File: src/rtl/cordic_arbiter_if.sv
// Requester and CORDIC-core signal bundle for cordic_arbiter.
// The arbiter connects through the slave modport; the environment uses master.
interface cordic_arbiter_if #(
  parameter int p_WIDTH = 32
);
  logic [1:0]           reqValid;
  logic [1:0]           reqReady;
  logic [2*p_WIDTH-1:0] reqX;
  logic [2*p_WIDTH-1:0] reqY;
  logic [2*p_WIDTH-1:0] reqZ;
  logic [2*p_WIDTH-1:0] reqControl;
  logic [1:0]           rspValid;
  logic [p_WIDTH-1:0]   rspX;
  logic [p_WIDTH-1:0]   rspY;
  logic [p_WIDTH-1:0]   rspZ;
  logic [p_WIDTH-1:0]   rspControl;
  logic                 rspError;
  logic [p_WIDTH-1:0]   coreX;
  logic [p_WIDTH-1:0]   coreY;
  logic [p_WIDTH-1:0]   coreZ;
  logic [p_WIDTH-1:0]   coreControl;
  logic [p_WIDTH-1:0]   coreXResult;
  logic [p_WIDTH-1:0]   coreYResult;
  logic [p_WIDTH-1:0]   coreZResult;
  logic [p_WIDTH-1:0]   coreControlResult;
  logic                 coreInterrupt;
  logic                 busy;
  logic                 grantId;

  modport slave (
    input  reqValid, reqX, reqY, reqZ, reqControl,
    input  coreXResult, coreYResult, coreZResult, coreControlResult, coreInterrupt,
    output reqReady, rspValid, rspX, rspY, rspZ, rspControl, rspError,
    output coreX, coreY, coreZ, coreControl, busy, grantId
  );

  modport master (
    output reqValid, reqX, reqY, reqZ, reqControl,
    output coreXResult, coreYResult, coreZResult, coreControlResult, coreInterrupt,
    input  reqReady, rspValid, rspX, rspY, rspZ, rspControl, rspError,
    input  coreX, coreY, coreZ, coreControl, busy, grantId
  );
endinterface

File: src/rtl/cordic_arbiter.sv
// Two-requester round-robin front end for a single CORDIC core.
// Optional WAIT-state watchdog enabled by defining CORDIC_ARB_TIMEOUT_EN.
module cordic_arbiter #(
  parameter int p_WIDTH   = 32,
  parameter int p_TIMEOUT = 64
) (
  input  logic             clk,
  input  logic             rst,
  cordic_arbiter_if.slave  bus
);

  typedef enum logic [1:0] {
    ST_IDLE    = 2'd0,
    ST_ISSUE   = 2'd1,
    ST_WAIT    = 2'd2,
    ST_RESPOND = 2'd3
  } state_t;

  state_t             state_r;
  state_t             state_s;
  logic               last_grant_r;
  logic               grant_r;
  logic [p_WIDTH-1:0] cap_x_r;
  logic [p_WIDTH-1:0] cap_y_r;
  logic [p_WIDTH-1:0] cap_z_r;
  logic [p_WIDTH-1:0] cap_ctrl_r;
  logic [p_WIDTH-1:0] rsp_x_r;
  logic [p_WIDTH-1:0] rsp_y_r;
  logic [p_WIDTH-1:0] rsp_z_r;
  logic [p_WIDTH-1:0] rsp_ctrl_r;
  logic               sel_s;
  logic [1:0]         ready_s;
  logic               accept_s;
  logic               done_s;
  logic               timeout_s;
  logic [p_WIDTH-1:0] core_ctrl_s;

  if (p_TIMEOUT < 1) begin : g_timeout_range_chk
    $error("p_TIMEOUT must be at least 1");
  end

  // Requester selection: a lone requester wins, contention goes to the one not served last.
  always_comb begin
    sel_s = 1'b0;
    case (bus.reqValid)
      2'b01:   sel_s = 1'b0;
      2'b10:   sel_s = 1'b1;
      2'b11:   sel_s = ~last_grant_r;
      default: sel_s = 1'b0;
    endcase
  end

  // Ready is offered only in IDLE, and never while reset is being applied.
  always_comb begin
    ready_s = 2'b00;
    if ((state_r == ST_IDLE) && !rst && (bus.reqValid != 2'b00)) begin
      ready_s = sel_s ? 2'b10 : 2'b01;
    end else begin
      ready_s = 2'b00;
    end
  end

  assign accept_s = |(bus.reqValid & ready_s);
  assign done_s   = (state_r == ST_WAIT) && bus.coreInterrupt;

`ifdef CORDIC_ARB_TIMEOUT_EN
  localparam int c_CNT_W = $clog2(p_TIMEOUT + 1);

  logic [c_CNT_W-1:0] wait_cnt_r;
  logic               rsp_error_r;

  // WAIT-cycle counter, cleared during ISSUE so it starts at zero on WAIT entry.
  always_ff @(posedge clk) begin
    if (rst) begin
      wait_cnt_r <= {c_CNT_W{1'b0}};
    end else if (state_r == ST_ISSUE) begin
      wait_cnt_r <= {c_CNT_W{1'b0}};
    end else if (state_r == ST_WAIT) begin
      wait_cnt_r <= wait_cnt_r + {{(c_CNT_W-1){1'b0}}, 1'b1};
    end else begin
      wait_cnt_r <= wait_cnt_r;
    end
  end

  // The last permitted WAIT cycle ends the job unless the interrupt arrives in it.
  assign timeout_s = (state_r == ST_WAIT) && !bus.coreInterrupt &&
                     (wait_cnt_r == c_CNT_W'(p_TIMEOUT - 1));

  // Error flag follows the most recent completion.
  always_ff @(posedge clk) begin
    if (rst) begin
      rsp_error_r <= 1'b0;
    end else if (done_s) begin
      rsp_error_r <= 1'b0;
    end else if (timeout_s) begin
      rsp_error_r <= 1'b1;
    end else begin
      rsp_error_r <= rsp_error_r;
    end
  end

  assign bus.rspError = rsp_error_r;
`else
  assign timeout_s    = 1'b0;
  assign bus.rspError = 1'b0;
`endif

  // Next-state logic.
  always_comb begin
    state_s = state_r;
    case (state_r)
      ST_IDLE:    state_s = accept_s ? ST_ISSUE : ST_IDLE;
      ST_ISSUE:   state_s = ST_WAIT;
      ST_WAIT: begin
        if (done_s || timeout_s) begin
          state_s = ST_RESPOND;
        end else begin
          state_s = ST_WAIT;
        end
      end
      ST_RESPOND: state_s = ST_IDLE;
      default:    state_s = ST_IDLE;
    endcase
  end

  // State register.
  always_ff @(posedge clk) begin
    if (rst) begin
      state_r <= ST_IDLE;
    end else begin
      state_r <= state_s;
    end
  end

  // Operand capture on the accepting handshake.
  always_ff @(posedge clk) begin
    if (rst) begin
      grant_r    <= 1'b0;
      cap_x_r    <= {p_WIDTH{1'b0}};
      cap_y_r    <= {p_WIDTH{1'b0}};
      cap_z_r    <= {p_WIDTH{1'b0}};
      cap_ctrl_r <= {p_WIDTH{1'b0}};
    end else if (accept_s) begin
      grant_r    <= sel_s;
      cap_x_r    <= sel_s ? bus.reqX[2*p_WIDTH-1:p_WIDTH]       : bus.reqX[p_WIDTH-1:0];
      cap_y_r    <= sel_s ? bus.reqY[2*p_WIDTH-1:p_WIDTH]       : bus.reqY[p_WIDTH-1:0];
      cap_z_r    <= sel_s ? bus.reqZ[2*p_WIDTH-1:p_WIDTH]       : bus.reqZ[p_WIDTH-1:0];
      cap_ctrl_r <= sel_s ? bus.reqControl[2*p_WIDTH-1:p_WIDTH] : bus.reqControl[p_WIDTH-1:0];
    end else begin
      grant_r    <= grant_r;
      cap_x_r    <= cap_x_r;
      cap_y_r    <= cap_y_r;
      cap_z_r    <= cap_z_r;
      cap_ctrl_r <= cap_ctrl_r;
    end
  end

  // Result capture; a timeout returns zeroed results.
  always_ff @(posedge clk) begin
    if (rst) begin
      rsp_x_r    <= {p_WIDTH{1'b0}};
      rsp_y_r    <= {p_WIDTH{1'b0}};
      rsp_z_r    <= {p_WIDTH{1'b0}};
      rsp_ctrl_r <= {p_WIDTH{1'b0}};
    end else if (done_s) begin
      rsp_x_r    <= bus.coreXResult;
      rsp_y_r    <= bus.coreYResult;
      rsp_z_r    <= bus.coreZResult;
      rsp_ctrl_r <= bus.coreControlResult;
    end else if (timeout_s) begin
      rsp_x_r    <= {p_WIDTH{1'b0}};
      rsp_y_r    <= {p_WIDTH{1'b0}};
      rsp_z_r    <= {p_WIDTH{1'b0}};
      rsp_ctrl_r <= {p_WIDTH{1'b0}};
    end else begin
      rsp_x_r    <= rsp_x_r;
      rsp_y_r    <= rsp_y_r;
      rsp_z_r    <= rsp_z_r;
      rsp_ctrl_r <= rsp_ctrl_r;
    end
  end

  // Round-robin history, updated as the response is delivered.
  always_ff @(posedge clk) begin
    if (rst) begin
      last_grant_r <= 1'b1;
    end else if (state_r == ST_RESPOND) begin
      last_grant_r <= grant_r;
    end else begin
      last_grant_r <= last_grant_r;
    end
  end

  // Start bit is asserted only during ISSUE; every captured control bit is otherwise passed through.
  always_comb begin
    core_ctrl_s = (cap_ctrl_r & {{(p_WIDTH-1){1'b1}}, 1'b0}) |
                  {{(p_WIDTH-1){1'b0}}, (state_r == ST_ISSUE)};
  end

  assign bus.reqReady    = ready_s;
  assign bus.rspValid    = (state_r != ST_RESPOND) ? 2'b00 : (grant_r ? 2'b10 : 2'b01);
  assign bus.rspX        = rsp_x_r;
  assign bus.rspY        = rsp_y_r;
  assign bus.rspZ        = rsp_z_r;
  assign bus.rspControl  = rsp_ctrl_r;
  assign bus.coreX       = cap_x_r;
  assign bus.coreY       = cap_y_r;
  assign bus.coreZ       = cap_z_r;
  assign bus.coreControl = core_ctrl_s;
  assign bus.busy        = (state_r != ST_IDLE);
  assign bus.grantId     = grant_r;

endmodule

File: src/flat_wrapper.sv
// flat-port wrapper written by rule: the top's interface ports become plain ports
module cordic_arbiter_flat 
#(
  parameter int p_WIDTH   = 32,
  parameter int p_TIMEOUT = 64
)
  (clk, rst, bus_reqValid, bus_reqX, bus_reqY, bus_reqZ, bus_reqControl, bus_coreXResult, bus_coreYResult, bus_coreZResult, bus_coreControlResult, bus_coreInterrupt, bus_reqReady, bus_rspValid, bus_rspX, bus_rspY, bus_rspZ, bus_rspControl, bus_rspError, bus_coreX, bus_coreY, bus_coreZ, bus_coreControl, bus_busy, bus_grantId);
  cordic_arbiter_if #(.p_WIDTH(p_WIDTH)) bus_i ();
  input  logic clk;
  input  logic rst;
  input wire logic [$bits(bus_i.reqValid)-1:0] bus_reqValid;
  input wire logic [$bits(bus_i.reqX)-1:0] bus_reqX;
  input wire logic [$bits(bus_i.reqY)-1:0] bus_reqY;
  input wire logic [$bits(bus_i.reqZ)-1:0] bus_reqZ;
  input wire logic [$bits(bus_i.reqControl)-1:0] bus_reqControl;
  input wire logic [$bits(bus_i.coreXResult)-1:0] bus_coreXResult;
  input wire logic [$bits(bus_i.coreYResult)-1:0] bus_coreYResult;
  input wire logic [$bits(bus_i.coreZResult)-1:0] bus_coreZResult;
  input wire logic [$bits(bus_i.coreControlResult)-1:0] bus_coreControlResult;
  input wire logic [$bits(bus_i.coreInterrupt)-1:0] bus_coreInterrupt;
  output wire logic [$bits(bus_i.reqReady)-1:0] bus_reqReady;
  output wire logic [$bits(bus_i.rspValid)-1:0] bus_rspValid;
  output wire logic [$bits(bus_i.rspX)-1:0] bus_rspX;
  output wire logic [$bits(bus_i.rspY)-1:0] bus_rspY;
  output wire logic [$bits(bus_i.rspZ)-1:0] bus_rspZ;
  output wire logic [$bits(bus_i.rspControl)-1:0] bus_rspControl;
  output wire logic [$bits(bus_i.rspError)-1:0] bus_rspError;
  output wire logic [$bits(bus_i.coreX)-1:0] bus_coreX;
  output wire logic [$bits(bus_i.coreY)-1:0] bus_coreY;
  output wire logic [$bits(bus_i.coreZ)-1:0] bus_coreZ;
  output wire logic [$bits(bus_i.coreControl)-1:0] bus_coreControl;
  output wire logic [$bits(bus_i.busy)-1:0] bus_busy;
  output wire logic [$bits(bus_i.grantId)-1:0] bus_grantId;
  assign bus_i.reqValid = bus_reqValid;
  assign bus_i.reqX = bus_reqX;
  assign bus_i.reqY = bus_reqY;
  assign bus_i.reqZ = bus_reqZ;
  assign bus_i.reqControl = bus_reqControl;
  assign bus_i.coreXResult = bus_coreXResult;
  assign bus_i.coreYResult = bus_coreYResult;
  assign bus_i.coreZResult = bus_coreZResult;
  assign bus_i.coreControlResult = bus_coreControlResult;
  assign bus_i.coreInterrupt = bus_coreInterrupt;
  assign bus_reqReady = bus_i.reqReady;
  assign bus_rspValid = bus_i.rspValid;
  assign bus_rspX = bus_i.rspX;
  assign bus_rspY = bus_i.rspY;
  assign bus_rspZ = bus_i.rspZ;
  assign bus_rspControl = bus_i.rspControl;
  assign bus_rspError = bus_i.rspError;
  assign bus_coreX = bus_i.coreX;
  assign bus_coreY = bus_i.coreY;
  assign bus_coreZ = bus_i.coreZ;
  assign bus_coreControl = bus_i.coreControl;
  assign bus_busy = bus_i.busy;
  assign bus_grantId = bus_i.grantId;
  cordic_arbiter #(.p_WIDTH(p_WIDTH), .p_TIMEOUT(p_TIMEOUT)) u_core (.clk(clk), .rst(rst), .bus(bus_i));
endmodule
File: config.mk
export PLATFORM = sky130hd
export DESIGN_NAME = cordic_arbiter_flat
export DESIGN_NICKNAME = d
export VERILOG_FILES = /design/src/rtl/cordic_arbiter_if.sv /design/src/rtl/cordic_arbiter.sv /design/src/flat_wrapper.sv
export SDC_FILE = /design/constraint.sdc
export NUM_CORES = 1
export LEC_CHECK = 0
export ABC_AREA = 1
export CORE_AREA = 2 2 250 252
export DETAILED_ROUTE_END_ITERATION = 7
export DIE_AREA = 0 0 252 254
export HOLD_SLACK_MARGIN = 0.1
export SKIP_LAST_GASP = 1
export SLEW_MARGIN = 15
export SYNTH_ARGS = -nofsm -noshare
export SYNTH_HDL_FRONTEND = slang
export SYNTH_SLANG_ARGS = --single-unit
File: constraint.sdc
create_clock -name clk -period 4.2 [get_ports clk]
set_input_delay 0.63 -clock clk [delete_from_list [all_inputs] [get_ports clk]]
set_output_delay 0.63 -clock clk [all_outputs]
set_load 0.02 [all_outputs]
==> flow_metrics.tcl, run 1 <==
set metrics [dict create \
    rows 91 \
    clock_skew_ns 0.0154 \
    drt_iter0_drc 493 \
    synth_nets 1959 \
    place_hpwl_um 35500 \
    fillers 6597 \
    synth_area_leader_cell "dfxtp_1" \
    cts_setup_buffers 0 \
    worstMarginPinSlew_ns 0.984 \
    rr_endpoint "u_core.bus.coreY[12]" \
    io_pins 652 \
    antenna_found_initial 2 \
    clock_path_buffers 3 \
    hold_start "rst" \
    hold_viol 0 \
    cts_buffers 31 \
    arrival_ns 2.44 \
    cts_tree "built" \
    dpl_cell_area_mm2 0.0179 \
    final_util 0.309 \
    core_mm2 0.0613 \
    ant_nets 0 \
    clk_latency_ns 0.57 \
    gp_congestion 0.767 \
    drtPass1Iterations 4 \
    pre_cts_ws_ns 1.00 \
    vias_per_cell 4.11 \
    ir_worst_vdd_mv 0.322 \
    hold_depth 2 \
    fin_nets 2529 \
    period_share 0.731 \
    dr_total_vias 12100 \
    drt_wl_total_um 49600 \
    fin_area_mm2 0.0190 \
    htree_levels 1 \
    synth-seq-cells 259 \
    required_ns 3.57 \
    r2r_start "u_core.state_r[0]" \
    rsz0062_at_grt "no" \
    cts_resized 0 \
    maxCapViolCount 0 \
    slowest_delay_ns 0.74 \
    cp_common_cell "clkdlybuf4s50_1" \
    ctsHoldBuffers 0 \
    yosysSeqAreaShare 0.486 \
    die-area_mm2 0.0640 \
    layout-drive-gt1-share 0.0348 \
    r2r_slack_ns 1.93 \
    synthTopCellsByArea "dfxtp_1, nand2_1, nor2_1, a21oi_1, nand3_1" \
    setup_slack_ns 1.13 \
    worstPathCellList "clkdlybuf4s50_1 -> inv_1 -> nand2_1 -> nand3_4 -> a21oi_1 -> clkdlybuf4s50_1" \
    fin_crit_ns 3.07 \
    port_buffers 648 \
    synthesis.instances 1565 \
    crit_path_max_fanout 3 \
    status "completed" \
    synth_area_mm2 0.0107 \
    area_growth_syn_to_layout_pct 77.6 \
    clk_pin_slew_worst_paths_ns 0.06 \
    setup.worst_path.class "in -> out" \
    syn_area_per_cell_um2 6.82 \
    slew_violations 0 \
    cts-root-buf "clkbuf_16" \
    fin_setup_tns_ns 0 \
    start_kind "input pin" \
    relSlewSlack 0.344 \
    cellLeakagePower_nw 7.28 \
    cts_sinks 259 \
    worstHoldEndpoint "u_core.bus.grantId" \
    grt_pass1_wl_um 70500 \
    die_h_um 254 \
    rr_worst_depth 8 \
    finalPower_mw 9.69 \
    setup_viol 0 \
    synth_cell_type_count 16 \
    overflow 0 \
    grt_pass1_vias 11400 \
    yosys_warnings 0 \
    die_w_um 252 \
    start_util 0.174 \
    track_usage 0.143 \
    synth_top_cell_area_share 0.486 \
    min-delay-path-class "in -> reg" \
    critPathCaptureType "primary output" \
    slowest_stage "clkdlybuf4s50_1" \
    grt_max_degree 128 \
    power_density_mw_per_mm2 511 \
    routedWlPerCell_um 16.8 \
    drc 0 \
    max_freq_mhz 326 \
]
==> layer usage <==
metal	up-vias	part of all wire	GRT usage
li1	6142	-	-
met1	5436	0.37	0.152
met2	474	0.50	0.259
met3	61	0.091	0.0463
met4	0	0.040	0.0604
met5	-	0	0
==> metrics by stage <==
step / instances / hold slack, ns
2_1_floorplan: 1565 / 0.429
4_1_cts: 2948 / 0.408
5_1_grt: 2948 / 0.432
3_3_place_gp: 2892 / 0.451
6_report: 2949 / 0.438
3_5_place_dp: 2892 / 0.454
==> worst max-delay path by stage <==
stage | from | endpoint | slack, ns | cells past startpoint
floorplan | bus_reqValid[0] | bus_reqReady[0] | 2.14 | 4
global placement | bus_reqValid[0] | bus_reqReady[0] | 1.01 | 6
detailed placement | bus_reqValid[0] | bus_reqReady[0] | 1.00 | 6
CTS | u_core.state_r[0] | bus_reqReady[0] | 0.93 | 5
global route | u_core.state_r[0] | bus_reqReady[0] | 0.93 | 5
finish | bus_reqValid[0] | bus_reqReady[0] | 1.13 | 6
==> cell usage in the layout, fill, tap and decap left out <==
| cell type | n |
|---|---|
| bufinv_16 | 3 |
| clkinvlp_4 | 1 |
| clkinv_2 | 5 |
| clkbuf_8 | 11 |
| nand2_1 | 512 |
| conb_1 | 1 |
| nand3_4 | 1 |
| o21ai_0 | 126 |
| nor2_1 | 260 |
| nand2_4 | 3 |
| ha_1 | 5 |
| buf_4 | 9 |
| a21oi_4 | 1 |
| inv_4 | 1 |
| o21ai_1 | 3 |
| diode_2 | 1 |
| inv_6 | 1 |
| clkbuf_1 | 5 |
| clkdlybuf4s50_1 | 646 |
| buf_12 | 8 |
| a21oi_1 | 130 |
| inv_1 | 8 |
| clkbuf_16 | 31 |
| nand3_1 | 128 |
| dfxtp_1 | 259 |
==> flip-flops by register name, summed over array words and instances, names as in the netlist <==
name                   cells
u_core.bus.coreX          32
u_core.bus.coreY          32
u_core.bus.coreZ          32
u_core.bus.rspControl     32
u_core.bus.rspX           32
u_core.bus.rspY           32
u_core.bus.rspZ           32
u_core.cap_ctrl_r         31
u_core.state_r             2
u_core.bus.grantId         1
u_core.last_grant_r        1
==> cells by family (layout without fill, tap and decap cells) <==
logic type      Yosys count  in the layout  share of synthesized area
flops                   259            259                      0.486
compound gates          260            260                      0.123
buf+inv                 136            729                     0.0520
other cells               1              2                   0.000351
fa+ha+maj                 5              5                    0.00586
simple gates            904            904                      0.333
==> power by group <==
| part | total (mW) | internal [mW] | switching (mW) |
|---|---|---|---|
| Clock | 2.82 | 1.72 | 1.09 |
| Sequential | 3.18 | 2.94 | 0.242 |
| Combinational | 3.69 | 1.59 | 2.10 |
==> synthesized netlist by cell type <==
cell type and count:
nand2_1 515, nor2_1 260, dfxtp_1 259, a21oi_1 130
nand3_1 129, o21ai_0 126, clkbuf_1 85, buf_2 30
buf_1 9, inv_1 9, ha_1 5, o21ai_1 3
buf_4 2, a21oi_4 1, conb_1 1, inv_2 1
==> worst max-delay path, delay by kind of cell <==
family / cells / cell delay (ns)
buffers and inverters: 3 / 1.38
AOI/OAI and AO/OA: 1 / 0.25
and+or+nand+nor: 2 / 0.17
==> final cells by class <==
type                            instances  area (um^2)  area share
Antenna cell                            1         2.50    0.000132
Multi-Input combinational cell       1170         4970       0.262
Timing Repair Buffer                  663         6690       0.353
Sequential cell                       259         5180       0.274
Clock buffer                           47          946      0.0499
Tap cell                              790          988      0.0522
Clock inverter                          9          126     0.00667
Inverter                               10         41.3     0.00218
(Power assumes the default switching activity.)
==> inputs of run 2 (changes only) <==
==> constraint.sdc (replaced) <==
create_clock -name clk -period 2.79 [get_ports clk]
set_input_delay 0.4185 -clock clk [delete_from_list [all_inputs] [get_ports clk]]
set_output_delay 0.4185 -clock clk [all_outputs]
set_load 0.02 [all_outputs]
==> flow_metrics.tcl, run 2 (synthesized netlist as in run 1, its figures left out) <==
set metrics [dict create \
    rows 91 \
    fin_crit_ns 2.48 \
    slowest_delay_ns 0.44 \
    period_share 0.890 \
    die_w_um 252 \
    worstMarginPinSlew_ns 0.837 \
    relSlewSlack 0.442 \
    whs_ns 0.311 \
    final_util 0.310 \
    die_h_um 254 \
    cts-root-buf "clkbuf_16" \
    slowest_stage "dlygate4sd2_1" \
    ctsHoldBuffers 0 \
    htree_levels 1 \
    cts_setup_buffers 0 \
    slew_violations 0 \
    grt_pass1_wl_um 71200 \
    crit_path_max_fanout 3 \
    cellLeakagePower_nw 7.31 \
    drtPass1Iterations 4 \
    rsz0062_at_grt "no" \
    drc 0 \
    power_density_mw_per_mm2 765 \
    grt_max_degree 131 \
    hold_viol 0 \
    clk_pin_slew_worst_paths_ns 0.06 \
    pre_cts_ws_ns 0.0909 \
    area_growth_syn_to_layout_pct 77.9 \
    place_hpwl_um 36100 \
    routedWlPerCell_um 16.8 \
    vias_per_cell 4.13 \
    cts_sinks 259 \
    drt_wl_total_um 49700 \
    grt_pass1_vias 11600 \
    rr_worst_depth 8 \
    finalPower_mw 14.5 \
    critical_path.top_delay_family "buffers and inverters" \
    critPathCaptureType "primary output" \
    critPathBufInv 2 \
    clock_path_buffers 3 \
    layout-drive-gt1-share 0.0365 \
    maxCapViolCount 0 \
    final_cells 2955 \
    hold_depth 5 \
    worstPathCellList "inv_1 -> ha_2 -> nand3_4 -> a21oi_1 -> dlygate4sd2_1" \
    clock_skew_ns 0.00766 \
    core_mm2 0.0613 \
    clk_latency_ns 0.57 \
    fin_setup_tns_ns 0 \
    port_buffers 648 \
    dp.cells 2899 \
    status "completed" \
    required_ns 2.37 \
    dr_total_vias 12200 \
    dpl_cell_area_mm2 0.0180 \
    die-area_mm2 0.0640 \
    fin_area_mm2 0.0190 \
    layout_common_cells "clkdlybuf4s50_1, nand2_1, nor2_1" \
    crit_cells 5 \
    arrival_ns 2.07 \
    fin_nets 2535 \
    antenna_found_initial 2 \
    max_freq_mhz 403 \
    track_usage 0.145 \
    cts_tree "built" \
    ant_nets 0 \
    final_common_cell "clkdlybuf4s50_1" \
    start_util 0.174 \
    io_pins 652 \
    setup_slack_ns 0.306 \
    drt_iter0_drc 663 \
    ir_worst_vdd_mv 0.487 \
    min-delay-path-class "in -> reg" \
    start_kind "register" \
    setup_viol 0 \
    cts_buffers 30 \
    fillers 6694 \
    setup.worst_path.class "reg -> out" \
    gp_congestion 0.775 \
    overflow 0 \
]
==> run 2: cell count changes in the layout (fill, tap and decap cells not counted), moves of 2 or more <==
cell,delta
buf_4,+5
dlygate4sd2_1,+2
clkbuf_1,+3
buf_12,+2
clkbuf_8,-3
clkdlybuf4s50_1,-2
==> run 2: cell type report <==
class                      instances  area [um^2]  share of cell area
timing repair buffer             670         6770               0.356
antenna                            1         2.50            0.000132
multi-input combinational       1170         4970               0.262
tap                              790          988              0.0521
clock inverter                     8          115             0.00606
clock buffer                      47          916              0.0482
sequential                       259         5180               0.273
inverter                          10         41.3             0.00217
==> run 2: layer usage <==
metal  wire, um  vias up  track usage
li1           -     6146            -
met2      25000      469        0.266
met3       4480       66       0.0452
met5          0        -            0
met4       1950        0       0.0600
met1      18200     5517        0.152
==> run 2: report_power, final <==
| part | total [mW] | leakage [nW] | switching [mW] | internal (mW) |
|---|---|---|---|---|
| sequential | 4.79 | 2.11 | 0.370 | 4.42 |
| combinational | 5.60 | 4.69 | 3.16 | 2.44 |
| clock | 4.14 | 0.511 | 1.63 | 2.51 |
==> run 2: worst paths after layout <==
| kind | start | to | slack [ns] |
|---|---|---|---|
| setup / recovery | u_core.state_r[0] | bus_reqReady[0] | 0.31 |
| hold / removal | bus_reqValid[1] | u_core.cap_ctrl_r[24] | 0.31 |
| setup reg to reg | u_core.state_r[0] | u_core.bus.coreY[10] | 0.86 |
| hold reg to reg | u_core.bus.coreX[15] | u_core.bus.coreX[15] | 0.46 |
==> run 2: worst min-delay path: cells and delay by family <==
family,cells,cell delay (ns)
compound gates,1,0.05
simple gates,3,0.19
buf+inv,1,0.17
==> run 2: repair_timing <==
item / 4_1_cts / 5_1_grt
setup endpoints to repair: 2 / 0
gates resized for setup: 3 / 0
endpoints found under the hold margin: 0 / 0
==> inputs of run 3 (changes only) <==
--- a/config.mk
+++ b/config.mk
@@ -7,6 +7,7 @@
 export LEC_CHECK = 0
 export ABC_AREA = 1
 export CORE_AREA = 2 2 250 252
+export CTS_CLUSTER_SIZE = 28
 export DETAILED_ROUTE_END_ITERATION = 7
 export DIE_AREA = 0 0 252 254
 export HOLD_SLACK_MARGIN = 0.1
==> results of run 3 <==
Final layout, timing and power as in run 2 (identical DEF).
